==> src/rtl/backend_cmd_buffer_pkg.sv <==
`default_nettype none
// ============================================================================
// Module      : backend_cmd_buffer_pkg
// Description : Shared backend command constants and types. Holds the
//               backend command width and encodings, and the state type of
//               the command buffer controller.
// Revision    : 1.0 - initial release
// ============================================================================
package backend_cmd_buffer_pkg;

    // Backend command width and encodings
    localparam int BECMDWidth = 2;

    localparam logic [BECMDWidth-1:0] BECMD_Update  = 2'd0;
    localparam logic [BECMDWidth-1:0] BECMD_Append  = 2'd1;
    localparam logic [BECMDWidth-1:0] BECMD_Read    = 2'd2;
    localparam logic [BECMDWidth-1:0] BECMD_ReadRmv = 2'd3;

    // Buffer controller: IDLE while empty, ISSUE while a head entry is offered
    typedef enum logic [0:0] {
        ST_IDLE  = 1'b0,
        ST_ISSUE = 1'b1
    } becmd_buf_state_t;

endpackage : backend_cmd_buffer_pkg
`default_nettype wire

==> src/rtl/becmd_fifo_mem.sv <==
`default_nettype none
// ============================================================================
// Module      : becmd_fifo_mem
// Description : Command buffer storage. Depth x Width register array with
//               one synchronous write port and one asynchronous read port.
//               Storage is not reset; validity is tracked by the parent.
// Ports       : Clock       - rising-edge clock
//               WriteEnable - write WriteData at WriteAddr on the clock edge
//               WriteAddr   - write index
//               WriteData   - write word
//               ReadAddr    - read index
//               ReadData    - combinational read word
// Revision    : 1.0 - initial release
// ============================================================================
module becmd_fifo_mem #(
    parameter int Depth = 4,
    parameter int Width = 8
) (
    input  logic                     Clock,
    input  logic                     WriteEnable,
    input  logic [$clog2(Depth)-1:0] WriteAddr,
    input  logic [Width-1:0]         WriteData,
    input  logic [$clog2(Depth)-1:0] ReadAddr,
    output logic [Width-1:0]         ReadData
);

    logic [Width-1:0] r_mem [Depth];

    always_ff @(posedge Clock) begin
        if (WriteEnable) begin
            r_mem[WriteAddr] <= WriteData;
        end
    end

    assign ReadData = r_mem[ReadAddr];

endmodule : becmd_fifo_mem
`default_nettype wire

==> src/rtl/backend_cmd_buffer.sv <==
`default_nettype none
// ============================================================================
// Module      : backend_cmd_buffer
// Description : Strict-FIFO buffer between the ORAM frontend and the backend
//               controller. Entries are {Command, PAddr, CurrentLeaf,
//               RemappedLeaf}. The head entry is offered on CommandRequest;
//               a CommandDone pulse pops it, and a registered ReturnValid
//               pulse with the popped PAddr follows one cycle later.
//               Optional statistics counters are compiled in when the macro
//               BECMD_BUF_STATS_EN is defined; otherwise they read 0.
// Ports       : Clock, Reset (async, active-low)
//               InCommand/InPAddr/InCurrentLeaf/InRemappedLeaf/InValid/InReady
//                   - frontend push interface
//               Command/PAddr/CurrentLeaf/RemappedLeaf/CommandRequest/
//               CommandDone - head entry to the backend controller
//               ReturnValid/ReturnPAddr - completion pulse to the frontend
//               Count - occupancy
//               StatIssued/StatStallCycles - statistics
// Revision    : 1.0 - initial release
// ============================================================================
module backend_cmd_buffer #(
    parameter int ORAMU      = 32,
    parameter int ORAML      = 32,
    parameter int BECMDWidth = backend_cmd_buffer_pkg::BECMDWidth,
    parameter int Depth      = 4
) (
    input  logic                     Clock,
    input  logic                     Reset,
    input  logic [BECMDWidth-1:0]    InCommand,
    input  logic [ORAMU-1:0]         InPAddr,
    input  logic [ORAML-1:0]         InCurrentLeaf,
    input  logic [ORAML-1:0]         InRemappedLeaf,
    input  logic                     InValid,
    output logic                     InReady,
    output logic [BECMDWidth-1:0]    Command,
    output logic [ORAMU-1:0]         PAddr,
    output logic [ORAML-1:0]         CurrentLeaf,
    output logic [ORAML-1:0]         RemappedLeaf,
    output logic                     CommandRequest,
    input  logic                     CommandDone,
    output logic                     ReturnValid,
    output logic [ORAMU-1:0]         ReturnPAddr,
    output logic [$clog2(Depth):0]   Count,
    output logic [31:0]              StatIssued,
    output logic [31:0]              StatStallCycles
);

    import backend_cmd_buffer_pkg::*;

    localparam int c_PtrWidth   = $clog2(Depth);
    localparam int c_CountWidth = c_PtrWidth + 1;
    localparam int c_EntryWidth = BECMDWidth + ORAMU + 2 * ORAML;

    localparam logic [c_CountWidth-1:0] c_CountFull = c_CountWidth'(Depth);
    localparam logic [c_CountWidth-1:0] c_CountOne  = c_CountWidth'(1);
    localparam logic [c_PtrWidth-1:0]   c_PtrOne    = c_PtrWidth'(1);

    logic [c_PtrWidth-1:0]   r_head;
    logic [c_PtrWidth-1:0]   r_tail;
    logic [c_CountWidth-1:0] r_count;
    becmd_buf_state_t        r_state;
    becmd_buf_state_t        w_nextState;
    logic                    r_returnValid;
    logic [ORAMU-1:0]        r_returnPAddr;

    logic                    w_push;
    logic                    w_pop;
    logic [c_EntryWidth-1:0] w_writeEntry;
    logic [c_EntryWidth-1:0] w_headEntry;

    // Handshakes. InReady depends only on registered occupancy, so a full
    // buffer cannot accept an entry even in a cycle where it pops.
    assign InReady        = (r_count != c_CountFull);
    // ISSUE is held exactly while Count is non-zero
    assign CommandRequest = (r_state == ST_ISSUE);
    assign w_push         = InValid && InReady;
    assign w_pop          = CommandDone && CommandRequest;

    // ------------------------------------------------------------------------
    // Storage
    // ------------------------------------------------------------------------
    assign w_writeEntry = {InCommand, InPAddr, InCurrentLeaf, InRemappedLeaf};

    becmd_fifo_mem #(
        .Depth (Depth),
        .Width (c_EntryWidth)
    ) u_mem (
        .Clock       (Clock),
        .WriteEnable (w_push),
        .WriteAddr   (r_tail),
        .WriteData   (w_writeEntry),
        .ReadAddr    (r_head),
        .ReadData    (w_headEntry)
    );

    assign {Command, PAddr, CurrentLeaf, RemappedLeaf} = w_headEntry;

    // ------------------------------------------------------------------------
    // Pointers and occupancy. Depth is a power of two, so the pointers wrap
    // naturally at Depth-1 -> 0.
    // ------------------------------------------------------------------------
    always_ff @(posedge Clock or negedge Reset) begin
        if (!Reset) begin
            r_head  <= '0;
            r_tail  <= '0;
            r_count <= '0;
        end else begin
            if (w_push) begin
                r_tail <= r_tail + c_PtrOne;
            end
            if (w_pop) begin
                r_head <= r_head + c_PtrOne;
            end
            case ({w_push, w_pop})
                2'b10:   r_count <= r_count + c_CountOne;
                2'b01:   r_count <= r_count - c_CountOne;
                default: r_count <= r_count;
            endcase
        end
    end

    // ------------------------------------------------------------------------
    // Controller FSM
    // ------------------------------------------------------------------------
    always_ff @(posedge Clock or negedge Reset) begin
        if (!Reset) begin
            r_state <= ST_IDLE;
        end else begin
            r_state <= w_nextState;
        end
    end

    always_comb begin
        w_nextState = r_state;
        case (r_state)
            ST_IDLE: begin
                if (w_push) begin
                    w_nextState = ST_ISSUE;
                end
            end
            ST_ISSUE: begin
                // Last entry leaves with nothing arriving behind it
                if (w_pop && !w_push && (r_count == c_CountOne)) begin
                    w_nextState = ST_IDLE;
                end
            end
            default: w_nextState = ST_IDLE;
        endcase
    end

    // ------------------------------------------------------------------------
    // Completion return, registered one cycle after the pop
    // ------------------------------------------------------------------------
    always_ff @(posedge Clock or negedge Reset) begin
        if (!Reset) begin
            r_returnValid <= 1'b0;
            r_returnPAddr <= '0;
        end else begin
            r_returnValid <= w_pop;
            if (w_pop) begin
                r_returnPAddr <= PAddr;
            end
        end
    end

    assign ReturnValid = r_returnValid;
    assign ReturnPAddr = r_returnPAddr;
    assign Count       = r_count;

    // ------------------------------------------------------------------------
    // Statistics (wrap at 2^32)
    // ------------------------------------------------------------------------
`ifdef BECMD_BUF_STATS_EN
    logic [31:0] r_statIssued;
    logic [31:0] r_statStallCycles;

    always_ff @(posedge Clock or negedge Reset) begin
        if (!Reset) begin
            r_statIssued      <= '0;
            r_statStallCycles <= '0;
        end else begin
            if (w_pop) begin
                r_statIssued <= r_statIssued + 32'd1;
            end
            if (CommandRequest && !CommandDone) begin
                r_statStallCycles <= r_statStallCycles + 32'd1;
            end
        end
    end

    assign StatIssued      = r_statIssued;
    assign StatStallCycles = r_statStallCycles;
`else
    assign StatIssued      = 32'd0;
    assign StatStallCycles = 32'd0;
`endif

endmodule : backend_cmd_buffer
`default_nettype wire

==> config.mk <==
export PLATFORM = sky130hd
export DESIGN_NAME = backend_cmd_buffer
export DESIGN_NICKNAME = d
export VERILOG_FILES = /design/src/rtl/backend_cmd_buffer_pkg.sv /design/src/rtl/becmd_fifo_mem.sv /design/src/rtl/backend_cmd_buffer.sv
export SDC_FILE = /design/constraint.sdc
export NUM_CORES = 1
export LEC_CHECK = 0
export BUFFER_PORTS_ARGS = -buffer_cell sky130_fd_sc_hd__buf_4
export CAP_MARGIN = 20
export CORE_UTILIZATION = 55
export DETAILED_ROUTE_END_ITERATION = 10
export GPL_TIMING_DRIVEN = 0
export PLACE_DENSITY = 0.79
export SYNTH_ARGS = -nofsm -noshare
export SYNTH_HDL_FRONTEND = slang
export SYNTH_HIERARCHICAL = 1
export SYNTH_SLANG_ARGS = --single-unit
==> constraint.sdc <==
create_clock -name Clock -period 10.1 [get_ports Clock]
set_input_delay 2.02 -clock Clock [delete_from_list [all_inputs] [get_ports Clock]]
set_output_delay 2.02 -clock Clock [all_outputs]
set_load 0.01 [all_outputs]
* After elaboration in Yosys (flattened, before gate mapping) *
Memories as Yosys holds them, arrays and structs flattened.
Index checks and enable logic that the tools add are counted.

operators by class
  add/sub/neg operators = 4
  bitwise logic cells = 1
  reductions and logical operators = 6
  equal/unequal tests = 4
  multiplexer cells = 5

operators by type and width
  cell                                                 count
  one-hot mux 3 bit (2 select lines)                   1
  adder 2 x 1 -> 2 bit, second input constant          2
  logical AND 1 bit                                    4
  adder 3 x 1 -> 3 bit, second input constant          1
  equality test 3 x 1 -> 1 bit, second input constant  1
  two-way mux 1 bit                                    3
  inequality test 3 bit, second input constant         1
  subtractor 3 x 1 -> 3 bit, second input constant     1
  equality test 2 x 1 -> 1 bit, second input constant  1
  equality test 2 bit, second input constant           1
  one-hot mux 1 bit (2 select lines)                   1
  nonzero test 2 bit                                   1
  logical NOT 1 bit                                    1
  inverter 1 bit                                       1

word-level totals
  bits of input ports = 102
  RAM bits = 392
  register bits = 41
  output and inout bits = 200
  word-level logic and storage cells = 27
  memories kept = 1

memory list
  name         depth  width  read ports  clocked after memory_dff  write ports  RTL line              text
  u_mem.r_mem  4      98     1           0                         1            becmd_fifo_mem.sv:27  logic [Width-1:0] r_mem [Depth];

* Logic depth before layout (Yosys ltp) *
Gate-level depths: netlist of run 1.

  depth in word-level cells = 7
  mapped depth = 8

* Cells and area by module *
The synthesis of run 1 kept the hierarchy.

modules (own cells, without submodules)
  module              area each (µm²)  cells each  instances
  becmd_fifo_mem      14149.8          516         1
  backend_cmd_buffer  2263.4           172         1

* Worst setup path before layout of run 1 *
No wires, ideal clock.

  kind = input to register
  from = input InValid
  to = memory u_mem/r_mem[0][0] (netlist bit), enable pin
  required time = 9405 ps
  cell stages on the path = 3
  path slack = 8 ps
  library setup time = 695 ps
  arrival = 9397 ps
  buffers on the path = 0
  cells stage by stage = nand2_1 inv_1 nor3b_1

between the ends
  cells in the longest elaborated chain, start to end = 3

RTL lines
  item                                     RTL line                  text
  start, declared                          backend_cmd_buffer.sv:33  input logic InValid,
  logical AND 1 bit                        backend_cmd_buffer.sv:76  assign w_push = InValid && InReady;
  via w_push                               backend_cmd_buffer.sv:66  logic w_push;
  two-way mux 1 bit                        becmd_fifo_mem.sv:30      if (WriteEnable) begin
  two-way mux 1 bit (implied by the code)  becmd_fifo_mem.sv:31      r_mem[WriteAddr] <= WriteData;
  end, declared                            becmd_fifo_mem.sv:27

The timed path passes the listed nets, and every way through them passes these cells.

* Worst setup path in the final report of run 1 *
  from = register r_head[1]
  to = output PAddr[14]

between the ends
  cells in the longest elaborated chain, start to end = 1

RTL lines
  item                      RTL line                   text
  start, declared           backend_cmd_buffer.sv:58   logic [c_PtrWidth-1:0] r_head;
  start signal, assigned    backend_cmd_buffer.sv:112  r_head <= r_head + c_PtrOne;
  memory read (4 x 98 bit)  -
  end, declared             backend_cmd_buffer.sv:36   output logic [ORAMU-1:0] PAddr,

Every way passes these cells.

==> results by group, run 1 <==
Status
  • Run status: finished, final reports clean

CTS
  • Clock Tree Buf Depth: 3
  • CTS tree: yes
  • H-tree levels: 2
  • Post-CTS Repair Setup Buffers: 0
  • Post-CTS sizing: 0
  • Num CTS Buffers: 43
  • Worst skew pair latency: about 520 ps
  • Post-CTS Hold Fix Bufs: 0
  • Clock root cell: clkbuf_16
  • Clk sinks: roughly 430
  • Reg clk slew, reported paths: ~50 ps

Cells and area
  • Synth-to-Final Area Change: 24.9%
  • Register area: between 0.01 and 0.015 mm²
  • Area of the multi-input gates: approximately 0.0032 mm²
  • Share of cells above drive strength 1: 48.7%
  • Final #Nets: ~1.2k
  • Final Util: between 70% and 80%
  • Fillcell total: 1733
  • Diodes inserted: 0

STA
  • Fin crit period: about 4500 ps
  • Post-route setup TNS: 0 ps
  • Final setup fails: 0
  • Post-Route Skew: between 15 and 20 ps
  • Final hold viol count: 0
  • Least-Margin Pin Slew: slightly below 900 ps
  • RSZ-0062 raised after global routing: false
  • Max-slew violations: 0
  • Achievable Freq: 223 MHz
  • Fin crit share: 44.5%
  • Relative slew slack: between 40 and 50%

GRT
  • First-pass GRT wire length: around 47 mm
  • Gr usage total: between 20% and 30%
  • Largest net degree at the start of global routing: 42
  • Initial antenna violation count: 0
  • Vias in the first global route: approximately 8k
  • Gr ovfl total: 0

Synthesis
  • Post-synth top area cell: edfxtp_1
  • Area share of the largest cell type after synthesis: slightly above 70%
  • Post-Syn Area: approximately 0.016 mm²
  • Cell variety after synth: 27
  • Yosys warning count: 6
  • Seq/Total Area, Yosys: around 78%
  • Synth area leaders: edfxtp_1 (72%), mux4_2 (13%), dfrtp_1 (6.3%), buf_4 (3.0%), mux2_4 (2.5%)
  • Cell count after synthesis: ~690
  • #FFs+latches synth: approximately 430
  • Mean Syn Cell Area: 23.9 µm²

Setup path
  • CP Launch Type: register
  • FF-to-FF Start: Count[0]$_DFFE_PN0P_
  • WP data arrival: ~2500 ps
  • CP endpoint kind: primary output
  • Critical Path Fanout Max: 10
  • CP required: between 8000 and 9000 ps
  • WS Path Type: register to primary output
  • CP startpoint: r_head[1]$_DFFE_PN0P_

Drt
  • Avg Vias per Cell: 5.19
  • DRT iter0 DRCs: 502
  • Final wirelength: ~31 mm
  • Final antenna-violating net count: 0
  • Drt wl/cell: approximately 21 µm
  • Vias: around 7.6k
  • Detailed Routing Iterations Pass 1: 4
  • DRC Markers: 0

Power and ir drop
  • Switching Fraction: between 10% and 20%
  • Power per cell area: roughly 170 mW/mm²
  • Clock Power Share: around two fifths
  • Design internal power: around 2900 µW
  • Comb pwr share: under 10%
  • Switching power total: 645 µW
  • Leakage Power: approximately 0.0075 µW
  • Sequential share of power: between 50 and 60%
  • Max IR drop VDD: about 0.17 mV

Die
  • Number of I/O pins: roughly 300
  • Initial Utilization: roughly 57%
  • # rows: a little over 60
  • Die extent in x: roughly 170 µm
  • DIE AREA: 0.0305 mm²
  • Core Area: about 0.029 mm²
  • DIE HEIGHT: 175 µm

Run
  • Max Cap Viol: 0

Placed design
  • Dpl hpwl: between 20 and 25 mm
  • PortBufs: around 240
  • Gp weighted congestion: roughly 0.7

Hold path
  • HP Start: r_head[1]$_DFFE_PN0P_
  • Hold Crit Class: register to register
==> flip-flops by register name (all words and copies together), names as in the netlist <==
name,count
CommandRequest,1
Count,3
ReturnPAddr,32
ReturnValid,1
r_head,2
r_tail,2
u_mem/r_mem,392
==> cell usage after synthesis <==
cell / number
buf_4: 65
and3_1: 1
clkbuf_1: 7
buf_6: 2
edfxtp_1: 392
mux2i_1: 1
and3b_1: 2
inv_1: 5
xnor2_1: 4
mux4_2: 98
mux2_4: 27
nor2_1: 2
o21ai_0: 1
nand2_1: 5
mux2_2: 5
conb_1: 1
dfrtp_1: 41
a21o_1: 1
buf_12: 3
and2_4: 1
a211oi_1: 1
a41oi_1: 1
xor2_1: 2
ha_1: 6
nor3b_1: 1
buf_2: 10
buf_8: 3
==> cells in the final DEF, fill, tap and decap left out, types with 13 or more instances in the layout <==
master,instances
conb_1,64
clkbuf_1,20
clkbuf_16,43
mux4_2,98
mux2_4,27
buf_4,302
edfxtp_1,392
buf_6,13
dfrtp_1,41
==> cell families after synthesis <==
logic type	count (synthesis)	synth area share, %
other	1	0.0228
XOR/XNOR	6	0.320
adder cells (fa/ha/maj)	6	0.457
multiplexers	131	16.3
AND/OR/NAND/NOR	12	0.404
flip-flops	433	78.0
buffers and inverters	95	4.33
AO/OA/AOI/OAI	4	0.175
==> cell type report <==
type / count / share of cell area, %
Clock inverter: 18 / 0.641
Multi-Input combinational cell: 223 / 15.4
Timing Repair Buffer: 255 / 9.98
Tap cell: 384 / 2.34
Sequential cell: 433 / 62.4
Inverter: 5 / 0.0915
Clock buffer: 60 / 5.75
Buffer: 90 / 3.37
==> routing by layer <==
metal | vias to the layer above | GRT usage [%] | routed length (µm)
met5 | - | 0 | 0
met4 | 0 | 4.38 | 402
met2 | 299 | 34.0 | 15500
li1 | 3425 | - | -
met3 | 32 | 7.83 | 3080
met1 | 3870 | 25.8 | 11900
==> per-stage QoR <==
stage	cell area [µm²]	hold WS (ps)	std cells	power (µW)	setup WS (ps)
floorplan	16600	440	751	2020	8.09
global placement	18900	453	1372	2060	-5690
detailed placement	19200	465	1390	2070	5850
CTS	20500	477	1468	3530	5570
global route	20500	511	1468	3610	5510
finish	20500	476	1468	3500	5610
==> final timing paths <==
kind | endpoint | slack (ps) | cells after the start
max reg2reg | u_mem/r_mem[0][17]$_DFFE_PP_ | 7090 | 10
min in group asynchronous | ReturnPAddr[31]$_DFFE_PN0P_ | 1490 | 1
max in group asynchronous | ReturnPAddr[10]$_DFFE_PN0P_ | 8200 | 1
min reg2reg | r_head[1]$_DFFE_PN0P_ | 480 | 1
max | PAddr[14] | 5610 | 5
min | r_head[1]$_DFFE_PN0P_ | 480 | 1
==> power by group through the flow <==
stage	Clock [µW]	Combinational, µW	Sequential, µW
floorplan	0	28.7	1990
global placement	0	73.5	1990
detailed placement	0	77.5	1990
CTS	1500	77.6	1950
global route	1570	85.8	1950
finish	1470	78.4	1950
==> critical path, stage by stage (launching register included) <==
cell and delay [ps]:
dfrtp_1 350, buf_2 300, buf_2 360, buf_2 350, mux4_2 420, buf_4 180
Note: power is estimated with default switching activity, not from simulation.
==> inputs of run 2 (changes only) <==
- CORE_UTILIZATION: 55 -> 50
- PLACE_DENSITY: 0.79 -> 0.76
- clock period: 10.1 -> 4.06 ns (I/O delays scaled with it)
==> run 2 against run 1 <==
  * Cell count rose by 3.3%
  * Clock power rose to 2.5 times the previous value
  * Wire length fell by 2.2%
  * Highest routed layer unchanged
==> results by group, run 2 (synthesis results as in run 1) <==
Setup path
  • CP endpoint kind: primary output (unchanged)
  • Buffers plus inverters on the worst setup path: 4 (unchanged)
  • Cell mode on critical path: buf_2 (unchanged)
  • Cells along the critical path: buf_2 > buf_2 > buf_2 > mux4_2 > buf_4 (unchanged)
  • WS Path Type: register to primary output (unchanged)
  • WP data arrival: 2420 ps (was 2470 ps)
  • CP required: 3250 ps (was 8080 ps)
  • Crit path max-delay family: buffers and inverters (unchanged)
  • CP Launch Type: register (unchanged)
  • Crit path largest cell delay: 420 ps (about the same)
  • Critical Path Fanout Max: 10 (unchanged)
  • Critical path's slowest cell: mux4_2 (unchanged)

Drt
  • Met2 Wirelength: 14.8 mm (was 15.5 mm)
  • Top Layer Used: met4 (unchanged)
  • Avg Vias per Cell: 5.01 (was 5.19)
  • DRT iter0 DRCs: 406 (was 502)
  • Vias: 7594 (was 7626)
  • Final wirelength: 30.2 mm (was 30.9 mm)
  • Drt wl/cell: 19.9 µm (was 21.0 µm)
  • Met3 WL: 2.75 mm (was 3.08 mm)
  • WL met1: 12.2 mm (was 11.9 mm)
  • Detailed Routing Iterations Pass 1: 4 (unchanged)
  • DRC Markers: 0 (unchanged)
  • Final antenna-violating net count: 0 (unchanged)

GRT
  • Gr usage total: 18.3% (was 20.5%)
  • Vias in the first global route: 8005 (was 7939)
  • First-pass GRT wire length: 46.0 mm (was 46.7 mm)
  • Gr ovfl total: 0 (unchanged)
  • Initial antenna violation count: 2 (was 0)
  • Largest net degree at the start of global routing: 52 (was 42)

Cells and area
  • Synth-to-Final Area Change: 25.5% (was 24.9%)
  • Register area: 0.0128 mm² (unchanged)
  • Largest reg by FF count: u_mem/r_mem (unchanged)
  • Most frequent cells in the layout: edfxtp_1 (392), buf_4 (302), mux4_2 (98) (unchanged)
  • Fillcell total: 2144 (was 1733)
  • Most common cell after layout, fill and taps aside: edfxtp_1 (unchanged)
  • Final #Nets: 1153 (was 1159)
  • Largest register FFs: 392 (unchanged)
  • Final std cells w/o fill: 1517 (was 1468)
  • Area of the multi-input gates: 0.00317 mm² (was 0.00316 mm²)
  • Final Cell Area: 0.0206 mm² (was 0.0205 mm²)
  • Share of cells above drive strength 1: 49.1% (was 48.7%)

Run
  • Max Cap Viol: 0 (unchanged)

STA
  • Max-slew violations: 0 (unchanged)
  • Setup WS post-layout: 825 ps (was 5610 ps)
  • Post-Route Skew: 22.3 ps (was 17.1 ps)
  • Least-Margin Pin Slew: 799 ps (was 877 ps)
  • Post-route setup TNS: 0 ps (unchanged)
  • Fin crit period: about 3200 ps
  • Final hold viol count: 0 (unchanged)
  • Relative slew slack: 46.7% (was 41.3%)
  • Fin crit share: approximately four fifths
  • Final setup fails: 0 (unchanged)
  • Achievable Freq: between 300 and 400 MHz
  • RSZ-0062 raised after global routing: false (unchanged)

Die
  • DIE AREA: 0.0336 mm² (was 0.0305 mm²)
  • Core Area: 0.0320 mm² (was 0.0290 mm²)
  • Initial Utilization: 51.4% (was 56.6%)
  • DIE HEIGHT: 183 µm (was 175 µm)
  • Number of I/O pins: 302 (unchanged)
  • Die extent in x: 183 µm (was 175 µm)
  • # rows: 65 (was 62)

CTS
  • Clock Tree Buf Depth: 3 (unchanged)
  • Num CTS Buffers: 43 (unchanged)
  • CTS tree: yes (unchanged)
  • Reg clk slew, reported paths: 60 ps (was 50 ps)
  • Post-CTS Hold Fix Bufs: 0 (unchanged)
  • Worst skew pair latency: 530 ps (was 520 ps)
  • H-tree levels: 2 (unchanged)
  • Clk sinks: 433 (unchanged)
  • Post-CTS sizing: 0 (unchanged)
  • Clock root cell: clkbuf_16 (unchanged)
  • Post-CTS Repair Setup Buffers: 0 (unchanged)

Placed design
  • Gp weighted congestion: 0.726 (was 0.695)
  • DP Cell Count: 1435 (was 1390)
  • Placed Instance Area: 0.0193 mm² (was 0.0192 mm²)
  • Dpl hpwl: 20.0 mm (was 20.5 mm)
  • PortBufs: 237 (unchanged)
  • Post-place setup slack: 1220 ps (was 5850 ps)

Power and ir drop
  • Power per cell area: 424 mW/mm² (was 171 mW/mm²)
  • Tot Pwr: 8730 µW (was 3500 µW)
  • Leakage Power: 0.00753 µW (about the same)
  • Max IR drop VDD: 0.395 mV (was 0.172 mV)

Hold path
  • Hold Crit Class: input pin to async pin (was register to register)

Status
  • Run status: finished, final reports clean (unchanged)
==> run 2: final cells by class <==
type | instances | share of cell area (%)
Sequential cell | 433 | 62.1
Antenna cell | 2 | 0.0243
Buffer | 90 | 3.36
Clock inverter | 26 | 0.911
Timing Repair Buffer | 249 | 9.98
Tap cell | 435 | 2.64
Clock buffer | 54 | 5.52
Inverter | 5 | 0.0911
Multi-Input combinational cell | 223 | 15.4
==> run 2: worst reg2reg max path: cells and delay by family (launching register included) <==
kind / cells / cell delay (ps)
DFF: 1 / 450
buffers and inverters: 5 / 900
adders and majority gates: 1 / 200
and+or+nand+nor: 3 / 890
==> run 2: routing by layer <==
metal  vias up  track usage [%]
met5         -                0
met4         0             4.00
met3        39             6.51
met2       276             30.6
met1      3854             23.1
li1       3425                -
==> run 2: worst paths after layout <==
kind | slack (ps) | cells past startpoint | to | startpoint
hold reg to reg | 480 | 1 | r_head[1]$_DFFE_PN0P_ | r_head[1]$_DFFE_PN0P_
max in group asynchronous | 3390 | 1 | r_head[1]$_DFFE_PN0P_ | Reset
hold / removal | 280 | 1 | ReturnPAddr[5]$_DFFE_PN0P_ | Reset
min in group Clock | 480 | 1 | r_head[1]$_DFFE_PN0P_ | r_head[1]$_DFFE_PN0P_
setup / recovery | 830 | 5 | PAddr[22] | r_head[1]$_DFFE_PN0P_
setup reg to reg | 1310 | 9 | u_mem/r_mem[0][88]$_DFFE_PP_ | Count[0]$_DFFE_PN0P_
==> run 2: stage by stage <==
step           util, %  hold slack [ps]
5_1_grt           64.5              312
2_1_floorplan        -              440
4_1_cts           64.5              281
6_report          64.5              281
3_5_place_dp      60.3              470
3_3_place_gp      59.4              454
==> run 2: power by group <==
part	switching (µW)	internal [µW]
sequential	0	4860
combinational	90.6	102
clock	1560	2120
total	1650	7080
